==> config.mk <==
export PLATFORM = sky130hd
export DESIGN_NAME = confreg_resp
export DESIGN_NICKNAME = d
export VERILOG_FILES = /design/src/rtl/confreg_resp.sv
export SDC_FILE = /design/constraint.sdc
export NUM_CORES = 1
export LEC_CHECK = 0
export BUFFER_PORTS_ARGS = -buffer_cell sky130_fd_sc_hd__buf_2
export CAP_MARGIN = 20
export CORE_MARGIN = 5
export CORE_UTILIZATION = 30
export DETAILED_ROUTE_END_ITERATION = 12
export PLACE_DENSITY = 0.55
export RECOVER_POWER = 100
export SLEW_MARGIN = 10
export SYNTH_ARGS = -nofsm -noshare
export SYNTH_HDL_FRONTEND = slang
export SYNTH_SLANG_ARGS = --single-unit
==> constraint.sdc <==
create_clock -name clk -period 2.6 [get_ports clk]
set_clock_uncertainty 0.1 [all_clocks]
set_input_delay 0.39 -clock clk [delete_from_list [all_inputs] [get_ports clk]]
set_output_delay 0.39 -clock clk [all_outputs]
set_load 0.05 [all_outputs]
==> src/rtl/confreg_resp.sv <==
// Board-facing configuration register responder on the CPU data-SRAM port.
// Holds LED, numeric display, switch, timer/compare and an 8-word scratch bank.
module confreg_resp #(
   parameter logic [15:0] BASE_HI = 16'h1FAF,
   parameter int unsigned SW_W    = 8
) (
   input  logic            clk,
   input  logic            resetn,
   input  logic            data_sram_en,
   input  logic [3:0]      data_sram_wen,
   input  logic [31:0]     data_sram_addr,
   input  logic [31:0]     data_sram_wdata,
   output logic [31:0]     data_sram_rdata,
   input  logic [SW_W-1:0] switch,
   output logic [15:0]     led,
   output logic [31:0]     num_data,
   output logic            timer_irq
);

   localparam int unsigned DW     = 32;
   localparam int unsigned NSCR   = 8;
   localparam logic [15:0] OFF_TIMER   = 16'hE000;
   localparam logic [15:0] OFF_COMPARE = 16'hE004;
   localparam logic [15:0] OFF_LED     = 16'hF000;
   localparam logic [15:0] OFF_NUM     = 16'hF010;
   localparam logic [15:0] OFF_SWITCH  = 16'hF020;
   localparam logic [10:0] SCR_PAGE    = 11'h400;

   logic [DW-1:0]   scratch_q [NSCR];
   logic [DW-1:0]   scratch_d [NSCR];
   logic [DW-1:0]   timer_q, timer_d;
   logic [DW-1:0]   compare_q, compare_d;
   logic [15:0]     led_q, led_d;
   logic [DW-1:0]   num_q, num_d;
   logic [SW_W-1:0] sw_meta_q, sw_sync_q;
   logic [DW-1:0]   rdata_q, rdata_d;
   logic            irq_q, irq_d;

   logic        hit;
   logic        wr;
   logic        is_scr;
   logic [2:0]  scr_idx;
   logic [15:0] off;
   logic [DW-1:0] rd_val;

   // Per-lane byte merge of write data over an existing register value.
   function automatic logic [31:0] merge(input logic [31:0] old,
                                         input logic [31:0] wd,
                                         input logic [3:0]  we);
      logic [31:0] r;
      for (int i = 0; i < 4; i++) begin
         r[i*8 +: 8] = we[i] ? wd[i*8 +: 8] : old[i*8 +: 8];
      end
      return r;
   endfunction

   // Word offset: the two byte-select bits never distinguish registers.
   assign off     = data_sram_addr[15:0] & 16'hFFFC;
   assign hit     = data_sram_en && (data_sram_addr[31:16] == BASE_HI);
   assign wr      = hit && (data_sram_wen != 4'b0000);
   assign is_scr  = (off[15:5] == SCR_PAGE);
   assign scr_idx = off[4:2];

   // Read mux sees pre-edge register values.
   always_comb begin
      rd_val = '0;
      if (is_scr) begin
         rd_val = scratch_q[scr_idx];
      end else begin
         case (off)
            OFF_TIMER:   rd_val = timer_q;
            OFF_COMPARE: rd_val = compare_q;
            OFF_LED:     rd_val = {16'h0000, led_q};
            OFF_NUM:     rd_val = num_q;
            OFF_SWITCH:  rd_val = DW'(sw_sync_q);
            default:     rd_val = '0;
         endcase
      end
   end

   always_comb begin
      for (int i = 0; i < NSCR; i++) begin
         scratch_d[i] = scratch_q[i];
      end
      timer_d   = timer_q + DW'(1);
      compare_d = compare_q;
      led_d     = led_q;
      num_d     = num_q;
      rdata_d   = rdata_q;
      irq_d     = (compare_q != '0) && (timer_q == compare_q);

      if (hit && (data_sram_wen == 4'b0000)) begin
         rdata_d = rd_val;
      end

      if (wr) begin
         if (is_scr) begin
            for (int i = 0; i < NSCR; i++) begin
               if (scr_idx == 3'(i)) begin
                  scratch_d[i] = merge(scratch_q[i], data_sram_wdata, data_sram_wen);
               end
            end
         end else begin
            case (off)
               // A timer write replaces this cycle's increment.
               OFF_TIMER:   timer_d   = merge(timer_q, data_sram_wdata, data_sram_wen);
               OFF_COMPARE: compare_d = merge(compare_q, data_sram_wdata, data_sram_wen);
               OFF_LED: begin
                  if (data_sram_wen[0]) led_d[7:0]  = data_sram_wdata[7:0];
                  if (data_sram_wen[1]) led_d[15:8] = data_sram_wdata[15:8];
               end
               OFF_NUM:     num_d     = merge(num_q, data_sram_wdata, data_sram_wen);
               default: ;
            endcase
         end
      end
   end

   always_ff @(posedge clk or negedge resetn) begin
      if (!resetn) begin
         for (int i = 0; i < NSCR; i++) begin
            scratch_q[i] <= '0;
         end
         timer_q   <= '0;
         compare_q <= '0;
         led_q     <= '0;
         num_q     <= '0;
         sw_meta_q <= '0;
         sw_sync_q <= '0;
         rdata_q   <= '0;
         irq_q     <= 1'b0;
      end else begin
         for (int i = 0; i < NSCR; i++) begin
            scratch_q[i] <= scratch_d[i];
         end
         timer_q   <= timer_d;
         compare_q <= compare_d;
         led_q     <= led_d;
         num_q     <= num_d;
         sw_meta_q <= switch;
         sw_sync_q <= sw_meta_q;
         rdata_q   <= rdata_d;
         irq_q     <= irq_d;
      end
   end

   assign data_sram_rdata = rdata_q;
   assign led             = led_q;
   assign num_data        = num_q;
   assign timer_irq       = irq_q;

endmodule

After elaboration in Yosys (flattened, before gate mapping) --
Cells that the tools add are included.
Storage, ports and cells: flip-flop bits (word level) 417, bits in latches 0, memories 0, ROM bits 0, memory bits (writable) 0, logic and storage cells 135
Cells by class: muxes and demuxes 12, add/sub/neg operators 1, shift operators 0, eq/ne operators 19, div/mod/pow operators 0, $mul 0, bitwise gates (word level) 2, magnitude comparators 1, reductions and logical operators 50
Operators with widths (count):
- $mux W32 | 6
- $reduce_and A4 Y1 | 42
- $pmux W32 S5 | 1
- $bmux W32 S3 | 1
- $eq A14 B14 Y1 const B | 5
- $add A32 B1 Y32 const B | 1
- $eq A32 B32 Y1 | 1
- $mux W8 | 4
- $reduce_bool A32 Y1 | 1
- $eq A16 B13 Y1 const B | 1
- $ne A4 B4 Y1 const B | 4
- $eq A3 B3 Y1 const B | 4
- $eq A11 B11 Y1 const B | 1
- $eq A3 B2 Y1 const B | 2
- $ge A4 B4 Y1 const B | 1
- $logic_and A1 B1 Y1 | 4
- $logic_not A4 Y1 | 1
- $not A3 Y4 | 1
- $reduce_bool A4 Y1 | 1
- $eq A3 B1 Y1 const B | 1
- $logic_not A3 Y1 | 1
- $not A1 Y1 | 1

Logic depth before layout (Yosys ltp) --
Gate-level depths: netlist (run 1).
depth after elaboration 5, mapped depth 9, mapped depth without buffers 7

Worst setup path after synthesis (run 1) --
Ideal clock, no wire load.
path type input to register, start input data_sram_addr[2], end register rdata_q[15] (netlist: data_sram_rdata[15]), data required time 2.381 ns, data arrival time 2.153 ns, path slack 0.228 ns, stages 7, path through buf_2 buf_2 buf_2 mux4_2 a222oi_1 nand3_1 o21a_1
Between the ends: word-level cells in the longest chain between the ends 5
Ends and longest elaborated chain:
- from (decl) | line 11 | input logic [31:0] data_sram_addr,
- $not A3 Y4 (not written as such) | line 68 | rd_val = scratch_q[scr_idx];
- $bmux W32 S3 | line 68
- $mux W32 (not written as such) (2 in series) | line 68
- $mux W32 * | line 67 | if (is_scr) begin
- to (signal assigned) | line 142 | rdata_q <= rdata_d;
- to (decl) | line 36 | logic [DW-1:0] rdata_q, rdata_d;
Mark *: on every way between the ends. The rest lies on a longest branch, timed or not. The select of a mux whose other input is x is not followed. A chain may end at the register's enable or synchronous reset.

Final worst setup path (run 1) --
start input data_sram_wen[1], end register timer_q[26]
Between the ends: word-level cells in the longest chain between the ends 3
Ends and longest elaborated chain:
- from (decl) | line 10 | input logic [3:0] data_sram_wen,
- $reduce_bool A4 Y1 * | line 60 | assign wr = hit && (data_sram_wen != 4'b0000);
- $logic_and A1 B1 Y1 * | line 60
- $ne A4 B4 Y1 (no line) or $mux W32 (tied branches)
- to (signal assigned) | line 136 | timer_q <= timer_d;
- to (decl) | line 31 | logic [DW-1:0] timer_q, timer_d;
Mark *: on every way between the ends. The rest lies on a longest branch, timed or not.

==> metrics list, run 1 <==
* Status: finished clean
- Height of the die: 267.3 um
- Dividing the detail-routed wire length by the instance count gives approximately 24 um.
- STA classifies the critical path endpoint as a flop.
* Share of synthesized area occupied by flip-flops and latches: 52.53%
* Post-synth top area cell: sky130_fd_sc_hd__dfrtp_1
- First-pass DRT Iterations: 8
* Drt drc: 0
* Fraction of layout instances using a drive strength above 1: 38.28%
* Combinational cell fraction of total power: 4.1%
- The finished cells cover 23340 um^2.
- Count of different cell masters after synthesis: 68
- Avg Inst Size Synth: roughly 14 um^2
* Startpoint-to-endpoint class of the critical path: primary input to flop
* Internal power contribution: 10.33 mW
- The multi-input combinational cells in the finished layout cover a total of approximately 8700 um^2.
- Crit path max fanout: 15
* Sum of negative setup slack: 0 ns
- The initial antenna violation count was 6.
* Hpwl dp: 42600 um
- CP Data Required Time: just over 3 ns
* Horizontal die dimension: about 270 um
- Num rows: 94
- Counting tap cells, the placed design contains a total of 2477 instances.
- Pin count of the biggest net entering global routing: 77
- Top cell type's share of synthesized area: around 53%
- Before CTS, the worst setup slack after placement is -0.07705 ns.
- Routability congestion estimate from global placement: 0.8694
* Peak supply drop: about 0.42 mV
- Area of the die: 71460 um^2
- Max Transition Viols Final: 0
* Top achievable clock speed: around 400 MHz
- Hold timing on the final database bottoms out at a slack of 0.08318 ns.
- The first global-routing pass estimated roughly 92000 um of wire.
* Pwr dens: 569.6 nW/um^2
- Vias per std cell: 5.256
* Net Count, Synth: 1535
* Layout net count: between 1500 and 2000
- Buffers from clock root to sink, at most: 3
- Starting DRT DRC Count: 1104
- Number of max-cap violations: 0
- Counting flops with a built-in enable in the synthesized netlist gives 0.
* All-Layer GR Usage: ~17%
- Net switching is 22.31% of the power.
* Vias post-DR: 13490
- Lkg Pwr: 11.09 nW
- The count of nets left with antenna violations once routing finished came out at 0.
- Fraction of the core area covered by cells at the end of the flow: around 35%
* Power spent charging and discharging nets: 2.966 mW
* Placeable Area: roughly 66000 um^2
- Setup violators final: 0
* Clock Latency Late Sink: 0.58 ns
* Layout-stage area growth over the synthesis result: 17.48%
- The design draws 13.29 mW.
- TritonCTS built the clock tree.
* Initial standard-cell utilization of the core: 30.22%
* Number of hold violations in the final report: 0
- Number of inserted filler cells in the final layout: 6400
* WP data arrival: 2.91 ns
- Counting every sink on the clock net gives 417.
* Syn. warnings: 0
* Total routed wirelength: 60540 um
* Sequential power share: 49.0%
* Largest cells by area after synthesis: sky130_fd_sc_hd__dfrtp_1 (53%), sky130_fd_sc_hd__mux2_2 (18%), sky130_fd_sc_hd__mux4_2 (7.3%), sky130_fd_sc_hd__xor2_1 (1.4%), sky130_fd_sc_hd__a222oi_1 (1.4%)
- Slew at the pin closest to its max-slew limit: roughly 1.5 ns
* Min-delay worst type: primary input to flop
- Vias in the first global route: about 14000
- Synth Register Bits: 417
- STA classifies the critical path startpoint as a primary input.
- In this run the cell area measured after placement is 22490 um^2.
- Number of port buffers: 157
* H-tree levels: 2
- Summed over all layers, the global routing overflow is 0.
- After synthesis the cells add up to approximately 20000 um^2.
- Async set-reset flop share out of synthesis: 100.0%
- Clock tree synthesis inserted a total of 45 buffers.
* Dominant synthesized flop cell: sky130_fd_sc_hd__dfrtp_1
- Mapped Cells: 1455
* Clock power frac: between 40% and 50%
- Setup slack closes at between 0.1 and 0.15 ns.
- Cell Count, Final, Fillers Out: roughly 2600
* Worst slew margin relative to its limit: 3.302%
- RSZ-0062 raised after global routing: no
- Of the available clock period, the critical path in the final layout requires 95.76%.
* FF/Latch Area: 10440 um^2
- The tree is rooted in a sky130_fd_sc_hd__clkbuf_16.
* Count of pins on the block boundary: 160
- Clock-pin transition on the worst setup and hold timing paths: 0.06 ns
* Min Clock Period, post-route: 2.490 ns
- Post-cts repair resize count: 0
[logic make-up (layout without fill, tap and decap cells)]
| logic type | count (synthesis) | count (layout) | share of synthesized area [%] |
|---|---|---|---|
| fa+ha+maj | 1 | 1 | 0.06297 |
| simple gates | 303 | 303 | 9.548 |
| xor+xnor | 32 | 32 | 1.411 |
| other cells | 0 | 4 | 0 |
| mux | 411 | 411 | 26.93 |
| buf+inv | 114 | 357 | 2.746 |
| compound gates | 177 | 177 | 6.771 |
| flops | 417 | 417 | 52.53 |
[flip-flops by register name, indices dropped and copies added, names as in the netlist]
register,cells
sw_meta_q,8
sw_sync_q,8
timer_q,32
led,16
timer_irq,1
scratch_q,256
num_data,32
compare_q,32
data_sram_rdata,32
[repair_timing]
action	in CTS	in global routing
endpoints found under the hold margin	43	0
hold buffers	9	0
buffers inserted	0	0
[power by group through the flow]
stage | Clock, mW | Combinational, mW | Sequential, mW
after detailed placement | 0 | 0.556 | 6.62
final | 6.25 | 0.539 | 6.51
after CTS | 6.43 | 0.569 | 6.51
after floorplan | 0 | 0.212 | 6.62
after global placement | 0 | 0.544 | 6.63
after global routing | 6.67 | 0.600 | 6.50
[Yosys cell counts, drive strengths merged, types with 5 or more instances]
library cell,count
a211oi,13
a21o,13
a21oi,40
a221oi,7
a222oi,27
a22oi,11
a31oi,5
and2,8
and3,22
and4,10
buf,53
clkbuf,56
dfrtp,417
inv,5
mux2,339
mux2i,8
mux4,64
nand2,84
nand3,40
nand4,33
nor2,50
nor3,11
nor4,22
o211ai,7
o21a,10
o21ai,11
o221a,11
or3,6
xor2,32
[worst max-delay path: stages]
cell	delay [ns]
sky130_fd_sc_hd__buf_2	0.18
sky130_fd_sc_hd__nor4_4	0.43
sky130_fd_sc_hd__nor4_1	0.10
sky130_fd_sc_hd__buf_4	0.15
sky130_fd_sc_hd__nand4_1	0.08
sky130_fd_sc_hd__clkbuf_1	0.73
sky130_fd_sc_hd__nand2_1	0.35
sky130_fd_sc_hd__o21ai_0	0.30
sky130_fd_sc_hd__o211a_1	0.18
[cell type report]
cell class | count | area share, %
flip-flops and latches | 417 | 44.71
multi-input cells | 924 | 37.24
repair buffers | 276 | 7.248
clock buffers | 67 | 5.618
well taps | 864 | 4.632
clock inverters | 9 | 0.4235
inverters | 5 | 0.08042
diodes | 4 | 0.04289
[cell usage in the layout, fill, tap and decap left out, drive strengths merged, types with 3 or more instances in the layout]
| cell | netlist | routed |
|---|---|---|
| a211oi | 13 | 13 |
| a21o | 13 | 13 |
| a21oi | 40 | 40 |
| a221oi | 7 | 7 |
| a222oi | 27 | 27 |
| a22oi | 11 | 11 |
| a31oi | 5 | 5 |
| a32o | 4 | 4 |
| and2 | 8 | 8 |
| and3 | 22 | 22 |
| and4 | 10 | 10 |
| buf | 53 | 145 |
| clkbuf | 56 | 189 |
| clkinv | 0 | 6 |
| dfrtp | 417 | 417 |
| diode | 0 | 4 |
| dlygate4sd3 | 0 | 9 |
| inv | 5 | 6 |
| mux2 | 339 | 339 |
| mux2i | 8 | 8 |
| mux4 | 64 | 64 |
| nand2 | 84 | 84 |
| nand2b | 4 | 4 |
| nand3 | 40 | 40 |
| nand4 | 33 | 33 |
| nand4b | 3 | 3 |
| nor2 | 50 | 50 |
| nor2b | 3 | 3 |
| nor3 | 11 | 11 |
| nor4 | 22 | 22 |
| o211a | 4 | 4 |
| o211ai | 7 | 7 |
| o21a | 10 | 10 |
| o21ai | 11 | 11 |
| o21bai | 4 | 4 |
| o221a | 11 | 11 |
| or3 | 6 | 6 |
| xor2 | 32 | 32 |
[per-layer routing]
metal / vias up / wire length [um] / track usage, %
li1: 5955 / - / -
met1: 7063 / 27120 / 23.27
met2: 390 / 28240 / 26.77
met3: 76 / 3873 / 4.033
met4: 4 / 1273 / 3.931
met5: - / 27 / 0
[path summary, 6_finish.rpt]
path,startpoint,end,slack [ns],cells past startpoint
max in group asynchronous,resetn,scratch_q[230]$_DFFE_PN0P_,0.42,3
max,data_sram_wen[1],timer_q[26]$_DFFE_PN0P_,0.11,9
min,data_sram_wdata[21],timer_q[21]$_DFFE_PN0P_,0.08,3
min in group asynchronous,resetn,scratch_q[74]$_DFFE_PN0P_,0.61,2
min reg2reg,sw_meta_q[1]$_DFF_PN0_,sw_sync_q[1]$_DFF_PN0_,0.25,0
max reg2reg,timer_q[8]$_DFFE_PN0P_,timer_q[28]$_DFFE_PN0P_,0.30,6
No activity file was read; power rests on OpenSTA's default activity.
==> inputs of run 2 (changes only) <==
--- a/config.mk
+++ b/config.mk
@@ -5,8 +5,10 @@
 export SDC_FILE = /design/constraint.sdc
 export NUM_CORES = 1
 export LEC_CHECK = 0
+export ABC_CLOCK_PERIOD_IN_PS = 2350
 export BUFFER_PORTS_ARGS = -buffer_cell sky130_fd_sc_hd__buf_2
 export CAP_MARGIN = 20
+export CORE_ASPECT_RATIO = 0.5
 export CORE_MARGIN = 5
 export CORE_UTILIZATION = 30
 export DETAILED_ROUTE_END_ITERATION = 12
==> constraint.sdc (replaced) <==
create_clock -name clk -period 2.35 [get_ports clk]
set_clock_uncertainty 0.1 [all_clocks]
set_input_delay 0.3525 -clock clk [delete_from_list [all_inputs] [get_ports clk]]
set_output_delay 0.3525 -clock clk [all_outputs]
set_load 0.05 [all_outputs]
==> run 2 against run 1 <==
  * Setup slack better by 0.039 ns
  * Sequential share of layout area shrank 1.1 points
  * Highest routed layer is now met4
  * Sequential power up 11%
  * Non-clock buffer count grew 38
==> metrics list, run 2 (synthesis results as in run 1) <==
- Buffers & Inverters on Critical Path: 3
- Placed cell count: 2535
* Post-cts repair resize count: 0
- Crit path max fanout: 8
- Ranked by flip-flop count, first place goes to scratch_q.
- Max Transition Viols Final: 0
- After global routing the overflow that remains totals 0.
* First-pass DRT Iterations: 8
- Based on the critical path, the design can be clocked at up to 454.3 MHz.
* Drt drc: 0
- The core region is 65240 um^2.
* Starting DRT DRC Count: between 1000 and 1500
- The initial antenna violation count is 0.
- Peak supply drop: 0.5656 mV
- Cell at the root of the clock tree: sky130_fd_sc_hd__clkbuf_16
- STA classifies the critical path startpoint as a primary input.
- Measured along the y axis, the die boundary spans 192.0 um.
- Data on the critical path arrives at its endpoint at 2.52 ns.
- Counting along the longest clock path gives a buffer depth of 3.
- Pin count of the biggest net entering global routing: 62
* Min Clock Period, post-route: 2.201 ns
- The die covers between 70000 and 80000 um^2.
- Count of pins on the block boundary: 160
* Layout net count: 1787
- Number of hold-repair buffers added at the cts stage: 9
- All-Layer GR Usage: between 15 and 20%
- In this run the static leakage power is 11.43 nW.
- Number of hold violations in the final report: 0
- Hpwl dp: between 40000 and 50000 um
* Setup violators final: 0
* Crit path capture type: flop
* Residual antenna-violating net count after detailed routing: 0
* Number of inserted filler cells in the final layout: 6365
- For the worst-skew pair, the clock arrives at the later sink with an insertion delay of 0.56 ns.
- Vias in the first global route: ~14000
- Total routed wirelength: around 59000 um
- TritonCTS built the clock tree.
* Pwr dens: 629.2 nW/um^2
- Vias post-DR: 13600
* Vias per std cell: around 5.2
- Max FFs per register: around 260
* Family with the most delay on the worst path: simple AND/OR/NAND/NOR gates
- Startpoint-to-endpoint class of the critical path: primary input to flop
* Initial standard-cell utilization of the core: 30.45%
- ANT cells: 0
- Dividing the detail-routed wire length by the instance count gives ~22 um.
- Clock-pin transition on the worst setup and hold timing paths: roughly 0.060 ns
- Leaving out fill and tap cells, the most frequent cell in the layout is sky130_fd_sc_hd__dfrtp_1.
- Num rows: between 60 and 70
- In this run, CTS created clock tree buffers numbering 45.
- In the layout the commonest cells are sky130_fd_sc_hd__dfrtp_1 (417), sky130_fd_sc_hd__mux2_2 (321), sky130_fd_sc_hd__clkbuf_1 (109).
* Min-delay worst type: primary input to flop
* RSZ-0062 raised after global routing: no
- Ratio of final minimum period to clock period: 93.66%
- For this design, the slowest cell found on the critical path is sky130_fd_sc_hd__or3_2.
* Number of buffers inserted to repair setup after CTS: 0
* Cell Count, Final, Fillers Out: 2626
- CP Data Required Time: ~2.7 ns
- In this run the horizontal extent of the chip is approximately 370 um.
- The run finished with clean final reports.
- Final hold analysis gives a worst-case slack of 0.09724 ns.
- Worst slew margin relative to its limit: 14.92%
- Slowest Stage Delay on Critical Path: 0.47 ns
- The H-tree was split into 2 levels.
* Number of max-cap violations: 0
- Routability congestion estimate from global placement: 0.8751
- Slew at the pin closest to its max-slew limit: 1.276 ns
- Fraction of layout instances using a drive strength above 1: roughly 41%
- The first global-routing pass estimated 89370 um of wire.
- Layout-stage area growth over the synthesis result: 20.41%
- Clock sink total: 417
* Critical-path cell list: buf_2, nand4b_1, or3_2, clkbuf_1, nor4_2, buf_12, nand3_2, mux2_2
- Input and output buffers added on the ports amount to 157.
run 2: cell count changes in the layout (fill, tap and decap cells not counted), moves of 4 or more:
cell | previous run | this run
sky130_fd_sc_hd__buf_4 | 55 | 99
sky130_fd_sc_hd__nand2_1 | 80 | 68
sky130_fd_sc_hd__nand2_2 | 4 | 16
sky130_fd_sc_hd__clkbuf_2 | 18 | 9
sky130_fd_sc_hd__clkbuf_8 | 6 | 13
sky130_fd_sc_hd__clkbuf_1 | 115 | 109
sky130_fd_sc_hd__nand3_1 | 36 | 30
sky130_fd_sc_hd__nand3_2 | 4 | 10
sky130_fd_sc_hd__clkinv_2 | 6 | 11
sky130_fd_sc_hd__buf_12 | 16 | 20
sky130_fd_sc_hd__diode_2 | 4 | 0
run 2: path summary, 6_finish.rpt:
check / from / endpoint / slack [ns] / cells past startpoint
worst min-delay path: data_sram_wdata[19] / timer_q[19]$_DFFE_PN0P_ / 0.1 / 3
worst min register to register: sw_meta_q[0]$_DFF_PN0_ / sw_sync_q[0]$_DFF_PN0_ / 0.24 / 0
worst max-delay path: data_sram_addr[29] / num_data[23]$_DFFE_PN0P_ / 0.15 / 8
max in group asynchronous: resetn / scratch_q[41]$_DFFE_PN0P_ / 0.35 / 3
worst max register to register: timer_q[1]$_DFFE_PN0P_ / timer_q[28]$_DFFE_PN0P_ / 0.18 / 7
min in group asynchronous: resetn / scratch_q[234]$_DFFE_PN0P_ / 0.51 / 2
run 2: where the power goes:
group,total [mW],switching [mW],internal [mW]
Combinational,0.660,0.468,0.193
Clock,7.19,2.91,4.28
Sequential,7.20,0.00486,7.19
run 2: cell type report:
class | instances | area, um^2 | area share [%]
clock buffers | 67 | 1381 | 5.775
clock inverters | 15 | 132.6 | 0.5545
inverters | 5 | 18.77 | 0.07846
multi-input cells | 924 | 8786 | 36.73
flip-flops and latches | 417 | 10440 | 43.62
well taps | 884 | 1106 | 4.624
repair buffers | 314 | 2061 | 8.615
run 2: stage by stage:
stage / util [%] / instance area [um^2] / power, mW / worst slack [ns] / TNS [ns]
final: 36.67 / 23920 / 15.05 / 0.1490 / 0
after global routing: 36.67 / 23920 / 15.54 / 0.05962 / 0
after CTS: 37.39 / 24390 / 15.27 / 0.1816 / 0
after detailed placement: 34.93 / 22790 / 8.015 / -0.4053 / -81.17
after global placement: 34.93 / 22790 / 8.012 / -0.3808 / -77.79
after floorplan: - / 19870 / 7.564 / 0.01558 / 0
run 2: tightest hold or removal path, delay by kind of cell:
| family | cells | cell delay (ns) |
|---|---|---|
| simple gates | 2 | 0.14 |
| buf+inv | 1 | 0.19 |
run 2: metal layers:
| layer | global-route usage (%) | vias up | wire length [um] |
|---|---|---|---|
| li1 | - | 6027 | - |
| met1 | 21.47 | 7205 | 25870 |
| met2 | 27.75 | 284 | 29020 |
| met3 | 2.299 | 81 | 2405 |
| met4 | 4.262 | 0 | 1377 |
| met5 | 0 | - | 0 |
